## config.mk

```make
export PLATFORM = sky130hd
export DESIGN_NAME = lsu_byte_seq
export DESIGN_NICKNAME = d
export VERILOG_FILES = /design/src/rtl/lsu_byte_seq.sv
export SDC_FILE = /design/constraint.sdc
export NUM_CORES = 1
export LEC_CHECK = 0
export CORE_ASPECT_RATIO = 1.2
export CORE_MARGIN = 10
export CORE_UTILIZATION = 44
export CTS_CLUSTER_SIZE = 28
export DETAILED_ROUTE_END_ITERATION = 6
export PLACE_DENSITY_LB_ADDON = 0.3
export SETUP_SLACK_MARGIN = 0.15
export SLEW_MARGIN = 20
export SYNTH_ARGS = -nofsm -noshare
export SYNTH_HDL_FRONTEND = slang
export SYNTH_SLANG_ARGS = --single-unit
```

## constraint.sdc

```tcl
create_clock -name clk -period 4.2 [get_ports clk]
set_clock_uncertainty 0.15 [all_clocks]
set_input_delay 0.42 -clock clk [delete_from_list [all_inputs] [get_ports clk]]
set_output_delay 0.42 -clock clk [all_outputs]
set_load 0.01 [all_outputs]
```

## src/rtl/lsu_byte_seq.sv

```systemverilog
// ---------------------------------------------------------------------------
// lsu_byte_seq: splits RV32I loads/stores into little-endian byte accesses on
// the byte-wide memory port A and assembles/extends load results. Rev 1.0
// ---------------------------------------------------------------------------
`default_nettype none

module lsu_byte_seq #(
   parameter int AW = 19
) (
   input  logic          clk,
   input  logic          rst_n,
   input  logic          req_valid,
   output logic          req_ready,
   input  logic          req_we,
   input  logic [2:0]    req_funct3,
   input  logic [AW-1:0] req_addr,
   input  logic [31:0]   req_wdata,
   output logic          done,
   output logic          err,
   output logic [31:0]   rdata,
   output logic          mem_we,
   output logic [AW-1:0] mem_addr,
   output logic [7:0]    mem_wd,
   input  logic [7:0]    mem_rd
);

   localparam logic [AW-1:0] ADDR_ONE = {{(AW-1){1'b0}}, 1'b1};

   typedef enum logic [1:0] {
      IDLE = 2'd0,
      WR   = 2'd1,
      RA   = 2'd2,
      RD   = 2'd3
   } state_e;

   state_e        state_q, state_d;
   logic [AW-1:0] mem_addr_q, mem_addr_d;
   logic [7:0]    mem_wd_q, mem_wd_d;
   logic          mem_we_q, mem_we_d;
   logic [23:0]   wdata_q, wdata_d;
   logic [2:0]    funct3_q, funct3_d;
   logic [1:0]    idx_q, idx_d;
   logic [1:0]    last_q, last_d;
   logic [31:0]   asm_q, asm_d;
   logic [31:0]   rdata_q, rdata_d;
   logic          done_q, done_d;
   logic          err_q, err_d;

   logic          req_legal;
   logic [1:0]    req_last;
   logic [31:0]   asm_full;
   logic [31:0]   load_val;

   always_comb begin
      if (req_we) begin
         req_legal = (req_funct3[2] == 1'b0) && (req_funct3[1:0] != 2'b11);
      end else begin
         req_legal = (req_funct3[1:0] != 2'b11) && !(req_funct3[2] && req_funct3[1]);
      end
      case (req_funct3[1:0])
         2'b00:   req_last = 2'd0;
         2'b01:   req_last = 2'd1;
         default: req_last = 2'd3;
      endcase
   end

   // Assembly word including the byte arriving this cycle on mem_rd.
   always_comb begin
      asm_full = asm_q;
      asm_full[{idx_q, 3'b000} +: 8] = mem_rd;
      case (funct3_q)
         3'b000:  load_val = {{24{asm_full[7]}}, asm_full[7:0]};
         3'b001:  load_val = {{16{asm_full[15]}}, asm_full[15:0]};
         3'b100:  load_val = {24'h000000, asm_full[7:0]};
         3'b101:  load_val = {16'h0000, asm_full[15:0]};
         default: load_val = asm_full;
      endcase
   end

   always_comb begin
      state_d    = state_q;
      mem_addr_d = mem_addr_q;
      mem_wd_d   = mem_wd_q;
      mem_we_d   = mem_we_q;
      wdata_d    = wdata_q;
      funct3_d   = funct3_q;
      idx_d      = idx_q;
      last_d     = last_q;
      asm_d      = asm_q;
      rdata_d    = rdata_q;
      done_d     = 1'b0;
      err_d      = 1'b0;

      case (state_q)
         IDLE: begin
            if (req_valid) begin
               funct3_d = req_funct3;
               idx_d    = 2'd0;
               last_d   = req_last;
               if (!req_legal) begin
                  done_d = 1'b1;
                  err_d  = 1'b1;
               end else if (req_we) begin
                  state_d    = WR;
                  mem_we_d   = 1'b1;
                  mem_addr_d = req_addr;
                  mem_wd_d   = req_wdata[7:0];
                  wdata_d    = req_wdata[31:8];
               end else begin
                  state_d    = RA;
                  mem_addr_d = req_addr;
               end
            end
         end

         WR: begin
            if (idx_q == last_q) begin
               state_d  = IDLE;
               mem_we_d = 1'b0;
               done_d   = 1'b1;
            end else begin
               idx_d      = idx_q + 2'd1;
               mem_addr_d = mem_addr_q + ADDR_ONE;
               mem_wd_d   = wdata_q[7:0];
               wdata_d    = {8'h00, wdata_q[23:8]};
            end
         end

         // Address stays put for the data cycle: the memory's read mux is
         // steered by the upper address bits, so reads are never pipelined.
         RA: begin
            state_d = RD;
         end

         RD: begin
            asm_d = asm_full;
            if (idx_q == last_q) begin
               state_d = IDLE;
               done_d  = 1'b1;
               rdata_d = load_val;
            end else begin
               state_d    = RA;
               idx_d      = idx_q + 2'd1;
               mem_addr_d = mem_addr_q + ADDR_ONE;
            end
         end

         default: state_d = IDLE;
      endcase
   end

   always_ff @(posedge clk or negedge rst_n) begin
      if (!rst_n) begin
         state_q    <= IDLE;
         mem_addr_q <= '0;
         mem_wd_q   <= 8'h00;
         mem_we_q   <= 1'b0;
         wdata_q    <= 24'h000000;
         funct3_q   <= 3'b000;
         idx_q      <= 2'd0;
         last_q     <= 2'd0;
         asm_q      <= 32'h0000_0000;
         rdata_q    <= 32'h0000_0000;
         done_q     <= 1'b0;
         err_q      <= 1'b0;
      end else begin
         state_q    <= state_d;
         mem_addr_q <= mem_addr_d;
         mem_wd_q   <= mem_wd_d;
         mem_we_q   <= mem_we_d;
         wdata_q    <= wdata_d;
         funct3_q   <= funct3_d;
         idx_q      <= idx_d;
         last_q     <= last_d;
         asm_q      <= asm_d;
         rdata_q    <= rdata_d;
         done_q     <= done_d;
         err_q      <= err_d;
      end
   end

   assign req_ready = (state_q == IDLE);
   assign done      = done_q;
   assign err       = err_q;
   assign rdata     = rdata_q;
   assign mem_we    = mem_we_q;
   assign mem_addr  = mem_addr_q;
   assign mem_wd    = mem_wd_q;

endmodule

`default_nettype wire

```

## Word-level counts from Yosys, hierarchy flattened

Index checks and enable logic that the tools add are counted.

| storage, ports and cells | value |
|---|---|
| register bits | 127 |
| bits of input ports | 66 |
| output and inout port bits | 63 |
| logic and storage cells | 87 |

| operators by class | value |
|---|---|
| add/sub/neg operators | 3 |
| eq/ne operators | 15 |
| shift operators | 2 |
| multiplexer cells | 37 |
| bitwise logic cells | 1 |
| reduce and logical (&&, ||, !) cells | 17 |

Operators with widths:

| operator | count |
|---|---|
| case mux 32 bit (4 select lines) | 1 |
| two-way mux 24 bit | 4 |
| two-way mux 19 bit | 3 |
| case mux 24 bit (2 select lines) | 1 |
| case mux 19 bit (2 select lines) | 1 |
| bitwise mux 32 bit | 1 |
| two-way mux 8 bit | 4 |
| variable shift 8 x 7 -> 32 bit, first input constant | 1 |
| indexed part select 8 x 7 -> 32 bit | 1 |
| adder 19 x 1 -> 19 bit, second input constant | 1 |
| case mux 8 bit (2 select lines) | 1 |
| two-way mux 2 bit | 7 |
| != test 2 bit, second input constant | 5 |
| AND reduction 5 bit | 2 |
| two-way mux 1 bit | 9 |
| case mux 2 bit (2 select lines) | 2 |
| case mux 2 bit (4 select lines) | 1 |
| negator 5 -> 7 bit | 1 |
| == test 3 bit, second input constant | 2 |
| AND reduction 3 bit | 2 |
| == test 2 x 1 -> 1 bit, second input constant | 2 |
| == test 2 bit, second input constant | 2 |
| logical NOT 2 bit | 2 |
| != test 2 x 1 -> 1 bit, second input constant | 2 |
| other kinds (12) | 17 |

## Logic depth before layout (Yosys ltp)

Gate-level depths: netlist of run 1.

| depth | value |
|---|---|
| depth in word-level cells | 7 |
| mapped depth | 9 |

## Least setup slack after synthesis of run 1

OpenSTA, ideal clock, no wires.

| timing path | value |
|---|---|
| path type | reg2reg |
| start point | reg idx_q[0] |
| end point | reg rdata_q[21] (netlist: rdata[21]) |
| setup time | 0.126 ns |
| data arrival time | 2.126 ns |
| setup slack | 1.798 ns |
| stages on the path, launching flop included | 10 |
| buffers on the path | 3 |
| clock period less this slack | 2.402 ns |
| cell sequence | dfrtp_1 buf_2 inv_1 ha_1 and3_1 buf_2 a32oi_1 o221a_2 buf_2 a21oi_1 |

| on the way | value |
|---|---|
| word-level cells in the longest chain between the ends | 4 |
| elaborated cells on any way between the ends | 7 |
| classes of those cells | 1 x add/sub; 1 x eq/ne; 2 x shift; 2 x mux; 1 x reduce/logical |

RTL lines:

| item | RTL line | text |
|---|---|---|
| start: declaration | 42 | `logic [1:0] idx_q, idx_d;` |
| start signal: assignment | 173 | `idx_q <= idx_d;` |
| negator 5 -> 7 bit | 70 | `asm_full[{idx_q, 3'b000} +: 8] = mem_rd;` |
| indexed part select 8 x 7 -> 32 bit or variable shift 8 x 7 -> 32 bit (tied branches) | 70 |  |
| bitwise mux 32 bit | 70 |  |
| case mux 32 bit (4 select lines) | 71 | `case (funct3_q)` |
| end signal: assignment | 176 | `rdata_q <= rdata_d;` |
| end: declaration | 45 | `logic [31:0] rdata_q, rdata_d;` |

Several ways; a longest one is shown, not always the timed one.
A chain may end at the register's enable or synchronous reset.

## Final worst setup path of run 1

| timing path | value |
|---|---|
| start point | reg state_q[1] |
| end point | reg rdata_q[22] (netlist: rdata[22]) |

| on the way | value |
|---|---|
| word-level cells in the longest chain between the ends | 2 |

RTL lines:

| item | RTL line | text |
|---|---|---|
| start: declaration | 36 | `state_e state_q, state_d;` |
| start signal: assignment | 167 | `state_q <= state_d;` |
| == test 2 bit | 94 | `case (state_q)` |
| AND reduction 2 bit (no line) | - |  |

Every way passes these cells.

==> run metrics, run 1 <==
worst r2r src state_q[1]$_DFFE_PN0P_; Synth Flop Type dfrtp_1; worst vdd ir roughly 450 uV; die area around 20000 um2; sequential area share after synthesis 0.5039; CTS max path bufs 2; final WL around 17000 um; yosys warns 0; RD Place Congestion 0.8742; origin of the worst setup path state_q[1]$_DFFE_PN0P_; Worst-Skew Late Latency 0.41 ns; post-layout util 0.5943; final slew viol count 0; Design Power between 6 and 7 mW; Flop pwr share 0.348; Place WS 1.164 ns; CTS sink cnt 127; drt wl/cell ~19 um; HP Start asm_q[10]$_DFFE_PN0P_; largest net degree at the start of global routing just over 80; synthesized area per cell 10.56 um2; Period Utilization, post-route 0.6666; P_sw between 2 and 2.5 mW; Post-CTS Setup Inserts 0; mapped cell area 6307 um2; cells after synthesis between 500 and 600; CP Cell Sequence nand2_1, nor3_4, o221a_2, a21oi_1; Detailed Routing Iterations Pass 1 4; Routed Antenna Nets 0; hold_ws 0.3266 ns; status completed; Comb pwr share 0.435; CTS buffer count 17; die height 151.2 um; detailed router's first-iteration violation count 273; Worst setup EP type register; Yosys cell types 66; RSZ-0062 raised after global routing no; initial antenna violation count 0; relative slew slack 0.3336; Clock transition at path regs 0.06 ns; CTS tree built; WS Path Type reg2reg; largest cells by area after synthesis dfrtp_1 50%, mux2_1 5.4%, mux2_2 4.6%; area leader, netlist dfrtp_1; Via Count between 5000 and 6000; # rows 47; critical path startpoint category register; ports placed on the boundary about 130; P&R area growth vs syn 31.32%; Worst Path Required 4.33 ns; H-tree Lvls 4; Arrival @ worst endpoint 2.93 ns; total track usage 0.1770; # DRC 0; n_diodes 0; die width 129.3 um; Initial Util 0.4526; Yosys reg bits about 130; max-cap violations 0; first-pass GRT wire length 27700 um; nets 788; critical path's slowest cell dfrtp_1; vias per std cell 5.828; Pint 4.078 mW; endpoints failing setup 0; layout cells sized above 1 0.1071; crit path max fanout 24; syn_nets between 600 and 700; hpwl dp 12130 um; Sw Ratio 0.3685; fmax 0.3572 GHz; final worst setup slack 1.400 ns; total power per unit cell area 779.6 nW/um2; setup TNS 0 ns; vias in the first global route approximately 5300; Synth top area share 0.5039; max incr delay on CP 0.71 ns; grt total ovfl 0; Root Driver clkbuf_16; PostCTS Resize Cnt 0; post-route minimum period roughly 2.8 ns; Post-synth EDFFs 0; Worst Hold Class reg2reg; Slew @ Worst Pin around 1 ns; Final Hold Fails 0; core box area around 14000 um2; clock network power share 0.217; P_leak approximately 3.5 nW; I/O Buffers about 130; FFs w/ async S/R, synth 1.000
==> cell usage after synthesis (all sizes together), types with 2 or more instances <==
cell and n:
dfrtp 127, mux2 56, nor2 49, nand2 45
a21oi 37, nor2b 35, o21ai 30, a22o 22
nand3 22, and3 19, clkbuf 19, buf 17
a32oi 12, inv 11, nor3 9, nor4 8
o22a 8, a2bb2oi 6, ha 6, nand4 5
o2111ai 5, a2111o 4, nor4b 3, o211a 3
a311oi 2, a31oi 2, a41oi 2, o2111a 2
o211ai 2, o221a 2, o22ai 2, o32a 2
or3 2, xnor2 2, xor2 2
==> logic make-up (layout without fill, tap and decap cells) <==
group | count (synthesis) | after routing | synth area share
and+or+nand+nor | 204 | 204 | 0.1686
AOI/OAI and AO/OA | 152 | 152 | 0.1748
DFF | 127 | 127 | 0.5039
muxes | 57 | 57 | 0.1016
buffers and inverters | 47 | 178 | 0.03372
adders and majority gates | 6 | 6 | 0.01190
xor gates and xnor gates | 4 | 4 | 0.005555
==> power by group through the flow <==
stage          sequential [mW]  combinational, mW  clock (mW)
2_1_floorplan             2.24               1.68           0
3_3_place_gp              2.23               2.75           0
3_5_place_dp              2.26               2.82           0
4_1_cts                   2.25               2.84        1.43
5_1_grt                   2.32               3.10        1.49
6_report                  2.25               2.81        1.40
==> worst max-delay path, delay by kind of cell (launching register included) <==
family	cells	cell delay [ns]
simple gates	2	1.16
compound gates	2	0.64
flops	1	0.71
==> metal layers <==
metal	vias to the layer above	GRT usage	part of all wire
met5	-	0	0
met4	0	0.06834	0.018
met3	27	0.04510	0.064
met2	178	0.2925	0.50
met1	2585	0.2172	0.42
li1	2449	-	-
==> placed cells by master (no fill, tap or decap), types with 21 or more instances in the layout <==
| cell | instances |
|---|---|
| nand3_1 | 21 |
| clkdlybuf4s50_1 | 127 |
| o21ai_0 | 28 |
| dfrtp_1 | 127 |
| nor2_1 | 47 |
| mux2_1 | 30 |
| a22o_1 | 22 |
| nand2_1 | 45 |
| a21oi_1 | 36 |
| nor2b_1 | 35 |
| mux2_2 | 26 |
==> final timing paths <==
check                                   endpoint  slack, ns  depth (start not counted)
setup / recovery           rdata[22]$_DFFE_PN0P_       1.40                          4
max in group asynchronous  mem_wd[3]$_DFFE_PN0P_       2.60                          3
hold reg to reg            asm_q[10]$_DFFE_PN0P_       0.33                          2
hold / removal             asm_q[10]$_DFFE_PN0P_       0.33                          2
min in group asynchronous  rdata[17]$_DFFE_PN0P_       0.46                          2
setup reg to reg           rdata[22]$_DFFE_PN0P_       1.40                          4
==> layout make-up <==
| type | instances | area (um2) |
|---|---|---|
| Fill cell | 1184 | 5654 |
| Sequential cell | 127 | 3178 |
| Multi-Input combinational cell | 423 | 2934 |
| Timing Repair Buffer | 136 | 1345 |
| Clock buffer | 25 | 515.5 |
| Tap cell | 171 | 214.0 |
| Clock inverter | 6 | 55.05 |
| Inverter | 11 | 41.29 |
==> stage by stage <==
stage          cell area, um2  std cells
2_1_floorplan            6307        597
3_3_place_gp             7699        867
3_5_place_dp             7699        867
4_1_cts                  8269        898
5_1_grt                  8283        899
6_report                 8283        899
==> flip-flops by register name, summed over array words and instances (netlist names) <==
name      count
asm_q        32
done          1
last_q        2
funct3_q      3
rdata        32
err           1
wdata_q      24
state_q       2
idx_q         2
mem_wd        8
mem_we        1
mem_addr     19
==> what timing repair did <==
action,CTS,global route
hold buffers,0,1
setup endpoints to repair,0,0
hold endpoints to repair,0,78
No activity file was read; power rests on OpenSTA's default activity.
==> inputs of run 2 (changes only) <==
- clock period: 4.2 -> 2.6 ns (I/O delays scaled with it)
==> run metrics, run 2 (synthesis results as in run 1) <==
status completed (unchanged); Worst Setup EP rdata[18]$_DFFE_PN0P_ (was rdata[22]$_DFFE_PN0P_); Flop pwr share 0.337 (was 0.348); relative slew slack 0.5696 (was 0.3336); Routed Antenna Nets 0 (unchanged); first-pass GRT wire length 27840 um (was 27700 um); total power per unit cell area 1256 nW/um2 (was 779.6 nW/um2); Via Count 5207 (was 5239); Worst Path Required 2.74 ns (was 4.33 ns); largest net degree at the start of global routing 67 (was 81); Final Hold Fails 0 (unchanged); die area 19540 um2 (unchanged); P_leak 3.573 nW (was 3.502 nW); nets 802 (was 788); die height 151.2 um (unchanged); layout cells sized above 1 0.1238 (was 0.1071); final WL 17070 um (was 16880 um); # DRC 0 (unchanged); post-route minimum period 2.311 ns (was 2.800 ns); CTS buffer count 17 (unchanged); crit path max fanout 16 (was 24); worst reg-to-reg path cell count 6 (was 4); CTS sink cnt 127 (unchanged); I/O Buffers 128 (unchanged); core box area 13940 um2 (unchanged); Detailed Routing Iterations Pass 1 4 (unchanged); endpoints failing setup 0 (unchanged); Post-CTS Setup Inserts 0 (unchanged); worst r2r src idx_q[1]$_DFFE_PN0P_ (was state_q[1]$_DFFE_PN0P_); total track usage 0.1785 (was 0.1770); grt total ovfl 0 (unchanged); Worst setup EP type register (unchanged); Period Utilization, post-route 0.8890 (was 0.6666); RD Place Congestion 0.8869 (was 0.8742); vias per std cell 5.697 (was 5.828); post-layout util 0.6037 (was 0.5943); clock network power share 0.208 (was 0.217); reg-to-reg endpoint rdata[18]$_DFFE_PN0P_ (was rdata[22]$_DFFE_PN0P_); commonest non-fill, non-tap cell in the layout clkdlybuf4s50_1; WS Path Type reg2reg (unchanged); r2r setup slk 0.29 ns (was 1.40 ns); Worst-Skew Late Latency 0.42 ns (was 0.41 ns); setup TNS 0 ns (unchanged); Root Driver clkbuf_16 (unchanged); drt wl/cell 18.67 um (was 18.78 um); Comb pwr share 0.454 (was 0.435); RSZ-0062 raised after global routing no (unchanged); H-tree Lvls 4 (unchanged); fmax 0.4327 GHz (was 0.3572 GHz); hpwl dp 12070 um (was 12130 um); Slew @ Worst Pin 0.6398 ns (was 0.9961 ns); P&R area growth vs syn 33.41% (was 31.32%); detailed router's first-iteration violation count 361 (was 273); initial antenna violation count 0 (unchanged); most frequent cells in the layout 127 x clkdlybuf4s50_1, 126 x dfrtp_1, 47 x nor2_1 (was 127 x dfrtp_1, 127 x clkdlybuf4s50_1, 47 x nor2_1); Clock transition at path regs 0.05 ns (was 0.06 ns); P_sw 3.890 mW (was 2.380 mW); die width 129.3 um (unchanged); final slew viol count 0 (unchanged); # rows 47 (unchanged); n_diodes 0 (unchanged); Initial Util 0.4526 (unchanged); Worst Hold Class in2async (was reg2reg); vias in the first global route 5377 (was 5282); ports placed on the boundary 129 (unchanged); critical path startpoint category register (unchanged); Sw Ratio 0.3681 (was 0.3685); max-cap violations 0 (unchanged); Pint 6.676 mW (was 4.078 mW); Arrival @ worst endpoint 2.45 ns (was 2.93 ns); origin of the worst setup path idx_q[1]$_DFFE_PN0P_ (was state_q[1]$_DFFE_PN0P_); CTS max path bufs 2 (unchanged); worst vdd ir 763.8 uV (was 446.9 uV); CTS tree built (unchanged)
==> run 2: timing repair <==
action / CTS / global route
hold endpoints to repair: 29 / 0
hold buffers: 1 / 0
resized for setup: 0 / 3
endpoints found under the setup margin: 0 / 17
==> run 2: how the worst min path moves through the flow <==
stage | end | slack (ns) | cells after the start
after floorplan | asm_q[0]$_DFFE_PN0P_ | -0.19 | 0
after global placement | rdata[1]$_DFFE_PN0P_ | 0.09 | 1
after detailed placement | rdata[3]$_DFFE_PN0P_ | 0.09 | 1
after CTS | rdata[3]$_DFFE_PN0P_ | 0.20 | 2
after global routing | rdata[3]$_DFFE_PN0P_ | 0.24 | 2
final | rdata[3]$_DFFE_PN0P_ | 0.19 | 2
==> run 2: area by class of cell <==
type                    count  area (um2)
fillers                  1169        5523
clock inverters             7       60.06
clock buffers              25       485.5
multi-input cells         423        2950
flip-flops and latches    127        3179
repair buffers            150        1484
inverters                  11       41.29
well taps                 171       214.0
==> run 2: critical path, cell delays in order, from the launching register on <==
cell     delay [ns]
dfrtp_1        0.44
inv_1          0.12
ha_1           0.38
and3_1         0.31
a32oi_2        0.32
o221a_4        0.35
a21oi_1        0.10
==> run 2: power groups by stage <==
stage / combinational, mW / sequential [mW] / clock, mW
final: 4.80 / 3.56 / 2.20
after global routing: 5.28 / 3.69 / 2.33
after CTS: 4.84 / 3.56 / 2.24
after detailed placement: 4.81 / 3.58 / 0
after global placement: 4.67 / 3.53 / 0
after floorplan: 2.72 / 3.62 / 0
==> run 2: routing by layer <==
metal  vias up  track usage  wire, um
met5         -            0         0
met4         0      0.06435       291
met3        24      0.05385      1232
met2       171       0.2974      8491
met1      2527       0.2137      7049
li1       2485            -         -
==> run 2: per-stage QoR <==
stage               power [mW]  instances  setup WS (ns)  instance area (um2)  hold WS [ns]
finish                   10.57        914         0.2887                 8414        0.1885
global route             11.31        914         0.1521                 8414        0.2363
CTS                      10.63        914         0.1744                 8397        0.2036
detailed placement       8.387        881         0.1883                 7841       0.09321
global placement         8.204        881         0.3417                 7841       0.08514
floorplan                6.339        597         0.1979                 6307       -0.1856
